`src/rtl/lsu_seq.sv`:
```
// lsu_seq: runs one MEM-stage load/store over a req/gnt/rvalid data bus, 3-cycle minimum latency.
// Holds the pipeline via stall_o while a transfer is outstanding; no request queuing.
package core;
  typedef enum logic [3:0] {
    MEM_NOP = 4'd0,
    MEM_LB  = 4'd1,
    MEM_LH  = 4'd2,
    MEM_LW  = 4'd3,
    MEM_LBU = 4'd4,
    MEM_LHU = 4'd5,
    MEM_SB  = 4'd6,
    MEM_SH  = 4'd7,
    MEM_SW  = 4'd8
  } mem_op_t;
endpackage

module lsu_seq #(
  parameter int unsigned GNT_TIMEOUT = 16
) (
  input  logic          clk_i,
  input  logic          rst_i,
  input  logic          req_valid_i,
  input  core::mem_op_t req_op_i,
  input  logic [31:0]   req_addr_i,
  input  logic [31:0]   req_wdata_i,
  output logic          req_ready_o,
  output logic          stall_o,
  output logic          resp_valid_o,
  output logic [31:0]   resp_rdata_o,
  output logic          resp_err_o,
  output logic          dmem_req_o,
  output logic          dmem_we_o,
  output logic [31:0]   dmem_addr_o,
  output logic [3:0]    dmem_be_o,
  output logic [31:0]   dmem_wdata_o,
  input  logic          dmem_gnt_i,
  input  logic          dmem_rvalid_i,
  input  logic [31:0]   dmem_rdata_i
);
  localparam int unsigned CW = $clog2(GNT_TIMEOUT + 1);

  typedef enum logic [1:0] {IDLE, WAIT_GNT, WAIT_RVALID, RESP} state_t;

  state_t        r_state, w_next;
  core::mem_op_t r_op;
  logic [1:0]    r_lane;
  logic [31:0]   r_addr, r_wdata, r_rdata;
  logic [3:0]    r_be;
  logic          r_we, r_err;
  logic [CW-1:0] r_cnt;

  logic          w_legal, w_store, w_misal, w_accept, w_timeout;
  logic [3:0]    w_be;
  logic [31:0]   w_wdata, w_load;
  logic [7:0]    w_byte;
  logic [15:0]   w_half;

  always_comb begin
    w_legal = 1'b0;
    w_store = 1'b0;
    w_misal = 1'b0;
    case (req_op_i)
      core::MEM_LB, core::MEM_LBU: w_legal = 1'b1;
      core::MEM_LH, core::MEM_LHU: begin
        w_legal = 1'b1;
        w_misal = req_addr_i[0];
      end
      core::MEM_LW: begin
        w_legal = 1'b1;
        w_misal = |req_addr_i[1:0];
      end
      core::MEM_SB: begin
        w_legal = 1'b1;
        w_store = 1'b1;
      end
      core::MEM_SH: begin
        w_legal = 1'b1;
        w_store = 1'b1;
        w_misal = req_addr_i[0];
      end
      core::MEM_SW: begin
        w_legal = 1'b1;
        w_store = 1'b1;
        w_misal = |req_addr_i[1:0];
      end
      default: ;
    endcase
  end

  assign w_accept  = (r_state == IDLE) && req_valid_i && w_legal;
  assign w_timeout = (r_cnt == CW'(GNT_TIMEOUT - 1));

  // Store data is replicated across lanes so the bus slave only needs the byte enables.
  always_comb begin
    w_be    = 4'b1111;
    w_wdata = '0;
    case (req_op_i)
      core::MEM_SB: begin
        w_be    = 4'b0001 << req_addr_i[1:0];
        w_wdata = {4{req_wdata_i[7:0]}};
      end
      core::MEM_SH: begin
        w_be    = req_addr_i[1] ? 4'b1100 : 4'b0011;
        w_wdata = {2{req_wdata_i[15:0]}};
      end
      core::MEM_SW: w_wdata = req_wdata_i;
      default: ;
    endcase
  end

  always_comb begin
    w_byte = 8'(dmem_rdata_i >> {r_lane, 3'b000});
    w_half = r_lane[1] ? dmem_rdata_i[31:16] : dmem_rdata_i[15:0];
    w_load = '0;
    case (r_op)
      core::MEM_LB:  w_load = {{24{w_byte[7]}}, w_byte};
      core::MEM_LBU: w_load = {24'b0, w_byte};
      core::MEM_LH:  w_load = {{16{w_half[15]}}, w_half};
      core::MEM_LHU: w_load = {16'b0, w_half};
      core::MEM_LW:  w_load = dmem_rdata_i;
      default: ;
    endcase
  end

  always_ff @(posedge clk_i) begin
    if (rst_i) begin
      r_state <= IDLE;
    end else begin
      r_state <= w_next;
    end
  end

  always_ff @(posedge clk_i) begin
    if (rst_i) begin
      r_op    <= core::MEM_NOP;
      r_lane  <= '0;
      r_addr  <= '0;
      r_wdata <= '0;
      r_be    <= '0;
      r_we    <= 1'b0;
      r_cnt   <= '0;
      r_rdata <= '0;
      r_err   <= 1'b0;
    end else begin
      case (r_state)
        IDLE: begin
          if (w_accept) begin
            r_op    <= req_op_i;
            r_lane  <= req_addr_i[1:0];
            r_addr  <= {req_addr_i[31:2], 2'b00};
            r_wdata <= w_wdata;
            r_be    <= w_be;
            r_we    <= w_store;
            r_cnt   <= '0;
            r_rdata <= '0;
            r_err   <= w_misal;
          end
        end
        WAIT_GNT: begin
          if (!dmem_gnt_i) begin
            r_cnt <= r_cnt + 1'b1;
            r_err <= w_timeout;
          end
        end
        WAIT_RVALID: begin
          if (dmem_rvalid_i) begin
            r_rdata <= r_we ? '0 : w_load;
          end
        end
        default: ;
      endcase
    end
  end

  always_comb begin
    w_next       = r_state;
    req_ready_o  = 1'b0;
    stall_o      = 1'b0;
    resp_valid_o = 1'b0;
    resp_rdata_o = '0;
    resp_err_o   = 1'b0;
    dmem_req_o   = 1'b0;
    dmem_we_o    = 1'b0;
    dmem_addr_o  = '0;
    dmem_be_o    = '0;
    dmem_wdata_o = '0;
    case (r_state)
      IDLE: begin
        req_ready_o = 1'b1;
        stall_o     = w_accept;
        if (w_accept) begin
          w_next = w_misal ? RESP : WAIT_GNT;
        end
      end
      WAIT_GNT: begin
        stall_o      = 1'b1;
        dmem_req_o   = 1'b1;
        dmem_we_o    = r_we;
        dmem_addr_o  = r_addr;
        dmem_be_o    = r_be;
        dmem_wdata_o = r_wdata;
        // A grant on the last allowed cycle still wins over the timeout.
        if (dmem_gnt_i) begin
          w_next = WAIT_RVALID;
        end else if (w_timeout) begin
          w_next = RESP;
        end
      end
      WAIT_RVALID: begin
        stall_o = 1'b1;
        if (dmem_rvalid_i) begin
          w_next = RESP;
        end
      end
      RESP: begin
        resp_valid_o = 1'b1;
        resp_rdata_o = r_rdata;
        resp_err_o   = r_err;
        w_next       = IDLE;
      end
      default: w_next = IDLE;
    endcase
    if (rst_i) begin
      w_next       = IDLE;
      req_ready_o  = 1'b1;
      stall_o      = 1'b0;
      resp_valid_o = 1'b0;
      resp_rdata_o = '0;
      resp_err_o   = 1'b0;
      dmem_req_o   = 1'b0;
      dmem_we_o    = 1'b0;
      dmem_addr_o  = '0;
      dmem_be_o    = '0;
      dmem_wdata_o = '0;
    end
  end

endmodule
```
`config.mk`:
```
export PLATFORM = sky130hd
export DESIGN_NAME = lsu_seq
export DESIGN_NICKNAME = d
export VERILOG_FILES = /design/src/rtl/lsu_seq.sv
export SDC_FILE = /design/constraint.sdc
export NUM_CORES = 1
export LEC_CHECK = 0
export CAP_MARGIN = 40
export CELL_PAD_IN_SITES_DETAIL_PLACEMENT = 0
export CELL_PAD_IN_SITES_GLOBAL_PLACEMENT = 1
export CORE_UTILIZATION = 36
export CTS_BUF_LIST = sky130_fd_sc_hd__clkbuf_8
export DETAILED_ROUTE_END_ITERATION = 8
export PLACE_DENSITY_LB_ADDON = 0.1
export RECOVER_POWER = 50
export SLEW_MARGIN = 20
export SYNTH_ARGS = -nofsm -noshare
export SYNTH_HDL_FRONTEND = slang
export SYNTH_SLANG_ARGS = --single-unit
```
`constraint.sdc`:
```
create_clock -name clk_i -period 3.59 [get_ports clk_i]
set_input_delay 0.359 -clock clk_i [delete_from_list [all_inputs] [get_ports clk_i]]
set_output_delay 0.359 -clock clk_i [all_outputs]
set_load 0.01 [all_outputs]
```
; Word-level counts from Yosys, hierarchy flattened
; Index checks and enable logic that the tools add are counted.
[word_totals]
latch_bits = 0
mem_bits_ro = 0
ram_bits = 0
ff_bits = 113
output_inout_bits = 106
wordCells = 93
n_memories = 0
[classes]
eq_ne = 21
bitwise = 0
div_mod_pow = 0
mul = 0
n_reduce_logical = 15
n_shift = 2
n_addsub = 1
muxes = 44
order_cmp = 0
[op_table]
columns = operator, count
row1 = $mux 32, 9
row2 = $pmux 32 s5, 1
row3 = $pmux 32 s3, 1
row4 = $pmux 32 s2, 1
row5 = $shr 32x5->8, 1
row6 = $eq 4x3->1 const B, 6
row7 = $eq 4x2->1 const B, 4
row8 = $mux 16, 1
row9 = $mux 1, 15
row10 = $mux 4, 3
row11 = $mux 2, 5
row12 = $mux 5, 2
row13 = $pmux 5 s2, 1
row14 = $reduce_and 3->1, 3
row15 = $eq 4x1->1 const B, 2
row16 = $pmux 2 s4, 1
row17 = $pmux 4 s2, 1
row18 = $reduce_or 8->1, 1
row19 = $ne 2x2->1 const B, 3
row20 = $pmux 1 s2, 3
row21 = $reduce_or 2->1, 3
row22 = $reduce_or 3->1, 2
row23 = $add 5x1->5 const B, 1
row24 = $eq 5x4->1 const B, 1
row25 = other kinds (9), 12

; Longest topological paths before layout
; Gate-level depths: netlist (run 1).
[logic_depth]
ltp_word = 6
ltp_mapped = 9
depth_no_buf = 7

; Least setup slack after synthesis (run 1)
; OpenSTA, ideal clock, no wires.
[synth_path]
path_type = flip-flop to output port
from = register r_state[1]
to = output port dmem_addr_o[10]
slack_ps = 1547
path_stages_with_launch = 8
t_required_ps = 3231
n_path_buf = 3
arrival_time_ps = 1684
path_cell_list = dfxtp_1 > inv_1 > ha_1 > clkbuf_1 > nor2b_1 > clkbuf_1 > clkbuf_1 > and2_1
[synth_via]
elab_chain_len = 3
[synth_rtl]
columns = element, line
row1 = start: declaration, 44  ; state_t r_state, w_next;
row2 = start signal: assignment, 129  ; r_state <= w_next;
row3 = $eq 2x1->1, 187  ; case (r_state)
row4 = $mux 32, 187
row5 = $mux 32, 223  ; if (rst_i) begin
row6 = end: declaration, 33  ; output logic [31:0] dmem_addr_o,
; Every way passes these cells.

; Worst setup path in the final report (run 1)
[layout_path]
from = input port req_op_i[0]
to = register r_wdata[25]
[layout_via]
elab_chain_len = 5
[layout_rtl]
columns = element, line
row1 = start: declaration, 23  ; input core::mem_op_t req_op_i,
row2 = $eq 4x4->1 (tied with other cells), "62, 97"
row3 = $reduce_or 8->1 (no line), --
row4 = $mux 1, 62  ; case (req_op_i)
row5 = $logic_and 1x1->1, 90  ; assign w_accept = (r_state == IDLE) && req_valid_i && w_legal;
row6 = $reduce_and 2->1 (no line), --
row7 = end signal: assignment, 151  ; r_wdata <= w_wdata;
row8 = end: declaration, 47  ; logic [31:0] r_addr, r_wdata, r_rdata;
; Several ways; a longest one is shown, not always the timed one.
; A chain may end at the register's enable or synchronous reset.

==> results.txt, run 1 <==
The initial antenna violation count came out at 0. The measured slew at the worst slew-check pin is 1.036 ns. The average wire length per cell after detail routing came out at 16.13 µm. Setup violations remaining at the end of the flow were counted as 0.

The final antenna diode count came out at 0. After layout, the design draws a total of 3.419 mW. The fraction of power consumed by sequential logic came out at 40.9%.

The clock buffer count from CTS is 17. In the final layout, flip-flops and latches occupy 2262 µm². The leakage power came out at 3.203 nW. The die boundary height came out at 129.6 µm. The maximum fanout along the worst path came out at 52.

The average size of a mapped cell is 8.204 µm². The quantity of hold-fixing buffers added after cts came out at 0. The worst ir drop on vdd came out at 0.0002602 V. In this run the most critical hold path is launched from rst_i. Of the cells placed in the final design, the portion with a size suffix greater than 1 is 6.556%. The async set-or-reset flop fraction in the synthesized netlist is 0%. In this run, the clock network consumes 33.9% of the power. Summed over all nets, the half-perimeter wirelength after detailed placement is 12.81 mm. In this run the critical register-to-register path is launched from r_state[0]$_SDFFE_PP0P_.

The detailed-routing iteration count for the pre-antenna-repair pass is 4. The number of routed nets with antenna violations is 0. For this run the aggregate overflow at the end of global routing stands at 0. The final-report max-slew violation count was 0.

The kind of end point of the critical path is a register. The placed instances occupy a cell area of 8008 µm². For this configuration, the core starts out at a cell density of 36.93%. The area enclosed by the die boundary is 16,810 µm².

The multi-input combinational cells in the finished layout cover a total of 3251 µm². The category of the most critical setup path is input port to register. The final critical-path share of the clock period came out at 86.58%. Data arrives at the worst endpoint at 3.47 ns. Dividing total power by cell area gives a power density of 409.1 nW/µm². The sink count of the clock tree came out at 113.

Sorting the synthesized cells by area gives the leading types as sky130_fd_sc_hd__dfxtp_1, sky130_fd_sc_hd__and2_1, sky130_fd_sc_hd__nand2_1. The wire length of the first global-routing pass came out at 28.25 mm. The flow ran to the end, and the final reports show no timing, DRC or antenna violations. The end of the worst register-to-register path is r_wdata[25]$_SDFFE_PP0P_.

The number of instances resized during post-cts repair came out at 0. Counting flops with a built-in enable in the synthesized netlist gives 0. The number of filler instances in the final layout came out at 1,550. The setup fix buffers added after clock tree synthesis came out at 0.

The last weighted congestion value of the routability-driven placer is 0.9001. TritonCTS built the clock tree. The synthesis warning total is 0. The clock transition at the registers of the reported paths is 0.07 ns. The area inside the core boundary came out at 15,890 µm². The share of the Yosys chip area taken by registers is 38.57%. The area of the mapped netlist is 5866 µm².

In this run the worst hold path is classified as input port to register. The count of standard-cell rows came out at 46. The total vias in the final route came out at 5,829. The net switching power of the design came out at 1.065 mW. The fraction of power spent switching nets is 31.16%. The area fraction of the dominant cell type after synthesis is 38.57%.

The relative slew slack came out at 30.91%. The synthesized netlist contains 59 unique library cells. The worst hold path terminates at r_wdata[23]$_SDFFE_PP0P_.

The count of buffers inserted at the top-level ports is 208. The final critical-path required period came out at 3.108 ns. The total number of H-tree levels came out at 4.

Entering global routing, the biggest net connects 66 pins. Synthesis handed over a netlist of 715 instances. The clock passes through at most 2 buffers.

The die width came out at 129.6 µm. The via count of the first global-routing pass was 5,629. The I/O pin total came out at 211.

By instance count, the leading cell after synthesis is sky130_fd_sc_hd__dfxtp_1. The highest attainable clock frequency is 321.7 MHz. Of all cell types, the one taking the most synthesized area is sky130_fd_sc_hd__dfxtp_1. The tool flagged a number of max-cap violations equal to 0. Clock skew on the completed layout was measured at 0.009670 ns. At the later pin of the worst-skew pair, clock insertion delay measures 0.43 ns. The internal power came out at 2.354 mW. The final layout contains routed wiring with a total length of 18.00 mm.

The synthesized design contains 113 register bits. The net count of the finished layout is 1,002. The total negative slack for setup checks came out at 0 ns. The finished layout cell area is 8357 µm². The cell depth of the worst min-delay path is 2.

By count the netlist is led by sky130_fd_sc_hd__dfxtp_1, sky130_fd_sc_hd__nand2_1, sky130_fd_sc_hd__and2_1, sky130_fd_sc_hd__a21oi_1, sky130_fd_sc_hd__nor2_1. Among all flip-flop cells after synthesis, the most frequent one is sky130_fd_sc_hd__dfxtp_1. The total track usage came out at 21.63%. Setup repair after global routing left no endpoint under its margin. The number of DRC markers in iteration 0 came out at 381. Using the TritonRoute via totals, the vias-per-cell ratio works out to 5.223. The worst-case reg-to-reg path depth came out at 7. The worst reg-to-reg setup slack came out at 0.68 ns. The share of power burned in combinational logic is 25.3%. The worst setup path is launched from an input port. The required arrival time at the worst endpoint is 3.95 ns. Compared with the post-synthesis result, the final layout area differs by 42.47%. Clock tree synthesis selected as its root buffer the cell sky130_fd_sc_hd__clkbuf_8. The number of endpoints with negative hold slack in the final report came to 0. The number of design rule violations left after detail routing is 0.
==> metrics by stage <==
stage	hold WS, ns	util [%]	setup slack [ns]	instances
6_report	0.3328	52.61	0.4818	1116
2_1_floorplan	0.4177	-	1.547	716
4_1_cts	0.3122	52.83	0.4951	1116
5_1_grt	0.3316	52.61	0.2280	1116
3_5_place_dp	0.4307	50.41	0.5727	1086
3_3_place_gp	0.4306	50.41	0.6876	1086
==> routing by layer <==
layer | track usage [%] | wire length [µm] | vias to the layer above
met4 | 7.592 | 290 | 0
met3 | 6.854 | 1240 | 25
met2 | 34.73 | 8543 | 200
met5 | 0 | 0 | -
met1 | 27.23 | 7928 | 2757
li1 | - | - | 2847
==> power by group through the flow <==
stage               Clock, mW  Sequential, mW  Combinational [mW]
finish                   1.16            1.40               0.864
global route             1.26            1.41               0.960
CTS                      1.19            1.40               0.898
detailed placement          0            1.42               0.893
global placement            0            1.42               0.881
floorplan                   0            1.40               0.595
==> worst max path at each step <==
stage                                       start                        to  slack (ns)  cells past startpoint
final                                 req_op_i[0]  r_wdata[25]$_SDFFE_PP0P_        0.48                      6
after global routing                  req_op_i[0]      r_be[0]$_SDFFE_PP0P_        0.23                      6
after floorplan           r_state[1]$_SDFFE_PP0P_           dmem_addr_o[10]        1.55                      7
after global placement                req_op_i[0]                   stall_o        0.69                      6
after CTS                 r_state[1]$_SDFFE_PP0P_          dmem_wdata_o[17]        0.50                      6
after detailed placement              req_op_i[0]  r_rdata[20]$_SDFFE_PP0P_        0.57                      7
==> state kept, by name, summed over array words and instances, names as in the netlist, 2 cells and up <==
| register | cells |
|---|---|
| r_addr | 30 |
| r_be | 4 |
| r_cnt | 5 |
| r_lane | 2 |
| r_op | 4 |
| r_rdata | 32 |
| r_state | 2 |
| r_wdata | 32 |
==> layout make-up <==
cell class	instances	share of cell area, %
multi-input cells	530	38.90
flip-flops and latches	113	27.07
repair buffers	217	25.75
clock buffers	24	3.953
well taps	216	3.234
clock inverters	6	0.6438
inverters	10	0.4492
==> cell usage in the layout (no fill, tap or decap), types with 3 or more instances in the layout <==
cell                              count
sky130_fd_sc_hd__a32oi_1              7
sky130_fd_sc_hd__nor2b_1              5
sky130_fd_sc_hd__a22oi_1             28
sky130_fd_sc_hd__nand2_1            103
sky130_fd_sc_hd__a311oi_1             3
sky130_fd_sc_hd__a221oi_1             7
sky130_fd_sc_hd__dlygate4sd3_1       27
sky130_fd_sc_hd__o21a_1               3
sky130_fd_sc_hd__a31oi_1             20
sky130_fd_sc_hd__mux2_2               8
sky130_fd_sc_hd__a222oi_1             8
sky130_fd_sc_hd__a21o_1              19
sky130_fd_sc_hd__o2bb2ai_1           15
sky130_fd_sc_hd__inv_1               11
sky130_fd_sc_hd__nor3_1               6
sky130_fd_sc_hd__a21oi_1             51
sky130_fd_sc_hd__buf_4                6
sky130_fd_sc_hd__a22o_1               8
sky130_fd_sc_hd__clkbuf_8            24
sky130_fd_sc_hd__nand2b_1             6
sky130_fd_sc_hd__o21ai_0             16
sky130_fd_sc_hd__dfxtp_1            113
sky130_fd_sc_hd__ha_1                 8
sky130_fd_sc_hd__and3_1               4
sky130_fd_sc_hd__clkinv_2             4
sky130_fd_sc_hd__and2_1             101
sky130_fd_sc_hd__clkdlybuf4s50_1    180
sky130_fd_sc_hd__mux2i_1             11
sky130_fd_sc_hd__nand3_1              7
sky130_fd_sc_hd__nor2_1              49
==> critical path: stages <==
cell and delay, ns:
sky130_fd_sc_hd__dlygate4sd3_1 0.68, sky130_fd_sc_hd__or4_4 0.60, sky130_fd_sc_hd__nand3_1 0.53, sky130_fd_sc_hd__buf_2 0.90
sky130_fd_sc_hd__a22oi_1 0.21, sky130_fd_sc_hd__nor2_1 0.13
==> cell families (layout without fill, tap and decap cells) <==
group	count (synthesis)	in the layout	synth area share, %
xor gates and xnor gates	3	3	0.4480
other	1	2	0.06393
muxes	20	20	3.669
DFF	113	113	38.57
and+or+nand+nor	297	297	25.64
buffers and inverters	73	257	5.930
adders and majority gates	8	8	1.707
AOI/OAI and AO/OA	200	200	23.98
No activity file was read; power rests on OpenSTA's default activity.
==> inputs of run 2 (changes only) <==
--- a/config.mk
+++ b/config.mk
@@ -8,7 +8,7 @@
 export CAP_MARGIN = 40
 export CELL_PAD_IN_SITES_DETAIL_PLACEMENT = 0
 export CELL_PAD_IN_SITES_GLOBAL_PLACEMENT = 1
-export CORE_UTILIZATION = 36
+export CORE_UTILIZATION = 33
 export CTS_BUF_LIST = sky130_fd_sc_hd__clkbuf_8
 export DETAILED_ROUTE_END_ITERATION = 8
 export PLACE_DENSITY_LB_ADDON = 0.1
==> constraint.sdc (replaced) <==
create_clock -name clk_i -period 3.12 [get_ports clk_i]
set_input_delay 0.312 -clock clk_i [delete_from_list [all_inputs] [get_ports clk_i]]
set_output_delay 0.312 -clock clk_i [all_outputs]
set_load 0.01 [all_outputs]
==> results.txt, run 2 (synthesized netlist as in run 1, its figures left out) <==
The worst hold margin came to 0.2893 ns (-0.04346 ns). The total negative slack for setup checks is 0 ns (unchanged). The number of endpoints with negative hold slack in the final report was 0 (unchanged). The mean number of vias per cell came out at 5.098 (-2.4%). The area inside the core boundary came out at 17,360 µm² (+9.3%). The I/O pin total is 211 (unchanged).

For this design, the slowest cell found on the critical path is sky130_fd_sc_hd__clkdlybuf4s50_1. For hold timing, the worst endpoint is r_wdata[23]$_SDFFE_PP0P_. The detailed-routing iteration count for the pre-antenna-repair pass came out at 6 (+2). The worst ir drop on vdd was 0.0002551 V (-2.0%). The routed length on met3 is 1.182 mm (-4.7%). The aggregate global routing overflow is 0 (unchanged). The highest layer touched by signal routing is met4.

The kind of start point of the critical path is a register. TritonCTS built the clock tree. The number of DRC markers in iteration 0 was 410 (+7.6%). The signal arrival time at the worst endpoint came out at 2.49 ns (-0.98 ns). The number of instances resized during post-cts repair is 0 (unchanged). The final critical-path required period came out at 2.803 ns. The relative slew slack came out at 10.98% (-20 points). The required arrival time at the worst endpoint is 2.81 ns (-1.14 ns). The quantity of hold-fixing buffers added after cts came out at 0 (unchanged). The cell depth of the worst min-delay path came to 2 (unchanged).

The measured slew at the worst slew-check pin came to 1.335 ns (+0.2989 ns). The count of standard-cell rows came to 48 (+4.3%). The run finished with clean final reports. The category of the most critical setup path is register to output pin. The critical path goes through inv_1 > ha_1 > nor2b_4 > buf_12 > and2_1 > clkdlybuf4s50_1. The number of filler instances in the final layout is 1,698 (+9.5%). The worst-case reg-to-reg path depth was 7 (unchanged). The total vias in the final route is 5,750 (-1.4%).

The number of violations of the max-capacitance limit was 0 (unchanged). The buffer levels on the longest clock path is 2 (unchanged). The die width is 135.3 µm (+4.4%). The number of design rule violations left after detail routing is 0 (unchanged). The count of placed standard cells in the final layout, fillers left out was 1,128 (+1.1%).

The fraction of final layout cells sized beyond drive strength 1 came out at 6.755% (+0.20 points). Timing would allow up to 356.8 MHz. The clock buffer count from CTS came out at 17 (unchanged). Of the available clock period, the critical path in the final layout requires 89.84%.

The maximum single-stage delay on the critical path is 0.55 ns (-0.35 ns). The final-report max-slew violation count came to 0 (unchanged). The worst setup path is captured at an output pin.

The area overhead of the layout relative to synthesis came out at 43.39%. The count of buffers inserted at the top-level ports came to 208 (unchanged). The maximum fanout along the worst path came out at 68 (+31%). In this run the worst hold path is classified as input port to register. The worst reg-to-reg setup slack is 0.49 ns (-0.19 ns). The end of the worst register-to-register path is r_cnt[3]$_SDFFE_PP0P_. The wire length of the first global-routing pass was 28.57 mm (+1.1%). The area used by multi-input combinational logic came to 3238 µm² (-0.38%). The clock transition at the registers of the reported paths came to 0.07 ns (about the same).

The initial antenna violation count is 0 (unchanged). The average wire length per cell after detail routing came out at 16.07 µm (-0.41%). Leaving out fill and tap cells, the most frequent cell in the layout is sky130_fd_sc_hd__clkdlybuf4s50_1. The HPWL after detailed placement came to 12.67 mm (-1.1%). The post-detailed-routing wire length is 18.12 mm (+0.66%). The last weighted congestion value of the routability-driven placer is 0.8344 (-7.3%).

The final antenna diode count came out at 0 (unchanged). The cell chosen for the clock root is sky130_fd_sc_hd__clkbuf_8. The cell total after placement came out at 1,097 (+1.0%). The largest net degree at the start of global routing came out at 69 (+4.5%). The total number of H-tree levels came to 4 (unchanged). The net count of the finished layout came out at 1,004 (+0.20%). The leakage power came out at 3.124 nW (-2.5%).

The sink count of the clock tree is 113 (unchanged). The wire length on met2 came out at 8.403 mm (-1.6%). The setup fix buffers added after clock tree synthesis came out at 0 (unchanged).

The sequential cell area came out at 2262 µm² (unchanged). The clock latency at the later pin of the worst-skew pair is 0.43 ns (about the same). The total track usage came out at 20.02% (-1.6 points).

The number of routed nets with antenna violations came out at 0 (unchanged). The beginning of the worst hold path is rst_i. The met1 routed wirelength after detailed routing is 8.286 mm (+4.5%). The setup skew after layout was 0.01291 ns (+0.003242 ns). In the final layout, the registers with the most flip-flops are r_rdata x32, r_wdata x32, r_addr x30. The total of endpoints with negative setup slack in the final report was 0 (unchanged). The total power divided by cell area came out at 486.9 nW/µm² (+19%). The sum of internal, switching and leakage power is 4.095 mW (+20%). The reg-to-reg startpoint is r_state[1]$_SDFFE_PP0P_. The area enclosed by the die boundary is 18,310 µm² (+8.9%). Setup repair after global routing left no endpoint under its margin.

The via count of the first global-routing pass is 5,559 (-1.2%). The top cell types in the final layout, fill and taps aside, are sky130_fd_sc_hd__clkdlybuf4s50_1, sky130_fd_sc_hd__dfxtp_1, sky130_fd_sc_hd__nand2_1. The die boundary height was 135.3 µm (+4.4%). The effective utilization at floorplan was 33.79% (-3.1 points).
[run 2: cell count changes in the layout (fill, tap and decap cells not counted), moves of 2 or more]
| cell | delta |
|---|---|
| sky130_fd_sc_hd__clkbuf_1 | +2 |
| sky130_fd_sc_hd__bufinv_16 | +2 |
| sky130_fd_sc_hd__clkdlybuf4s50_1 | +24 |
| sky130_fd_sc_hd__clkinvlp_4 | +2 |
| sky130_fd_sc_hd__dlygate4sd3_1 | -24 |
| sky130_fd_sc_hd__clkbuf_8 | -2 |
[run 2: routing by layer]
layer	track usage, %	vias to the layer above
li1	-	2844
met1	25.88	2717
met2	31.77	169
met3	5.948	20
met4	6.429	0
met5	0	-
[run 2: stage by stage]
stage | util, % | instance area, µm² | worst slack, ns
final | 48.46 | 8411 | 0.3170
after global routing | 48.46 | 8411 | 0.1239
after CTS | 48.79 | 8468 | 0.2655
after detailed placement | 46.30 | 8036 | 0.4319
after global placement | 46.30 | 8036 | 0.4161
after floorplan | - | 5869 | 1.124
[run 2: worst max path at each step]
| stage | start | cells after the start | to |
|---|---|---|---|
| after CTS | r_state[1]$_SDFFE_PP0P_ | 6 | dmem_wdata_o[0] |
| after floorplan | r_state[1]$_SDFFE_PP0P_ | 7 | dmem_addr_o[10] |
| after global placement | req_op_i[1] | 6 | stall_o |
| after detailed placement | req_op_i[1] | 7 | r_rdata[31]$_SDFFE_PP0P_ |
| final | r_state[1]$_SDFFE_PP0P_ | 6 | dmem_wdata_o[23] |
| after global routing | r_state[1]$_SDFFE_PP0P_ | 6 | dmem_wdata_o[19] |
[run 2: power breakdown]
group,internal (mW),switching (mW)
clock,0.890,0.605
sequential,1.54,0.0714
combinational,0.410,0.582
total,2.84,1.26
[run 2: cell type report]
cell class              instances  share of cell area, %
multi-input cells             530                  38.50
flip-flops and latches        113                  26.90
clock inverters                 9                  1.532
inverters                      10                 0.4463
well taps                     225                  3.347
clock buffers                  22                  3.600
repair buffers                219                  25.68
[run 2: worst max-delay path: cells and delay by family, from the launching register on]
| kind | cells | cell delay, ns |
|---|---|---|
| flip-flops | 1 | 0.36 |
| adder cells (fa/ha/maj) | 1 | 0.34 |
| AND/OR/NAND/NOR | 2 | 0.42 |
| buffers and inverters | 3 | 0.93 |
==> inputs of run 3 (changes only) <==
--- a/config.mk
+++ b/config.mk
@@ -10,6 +10,7 @@
 export CELL_PAD_IN_SITES_GLOBAL_PLACEMENT = 1
 export CORE_UTILIZATION = 33
 export CTS_BUF_LIST = sky130_fd_sc_hd__clkbuf_8
+export CTS_CLUSTER_SIZE = 10
 export DETAILED_ROUTE_END_ITERATION = 8
 export PLACE_DENSITY_LB_ADDON = 0.1
 export RECOVER_POWER = 50
==> results of run 3 <==
No change in the layout: final DEF, timing and power equal those of run 2.
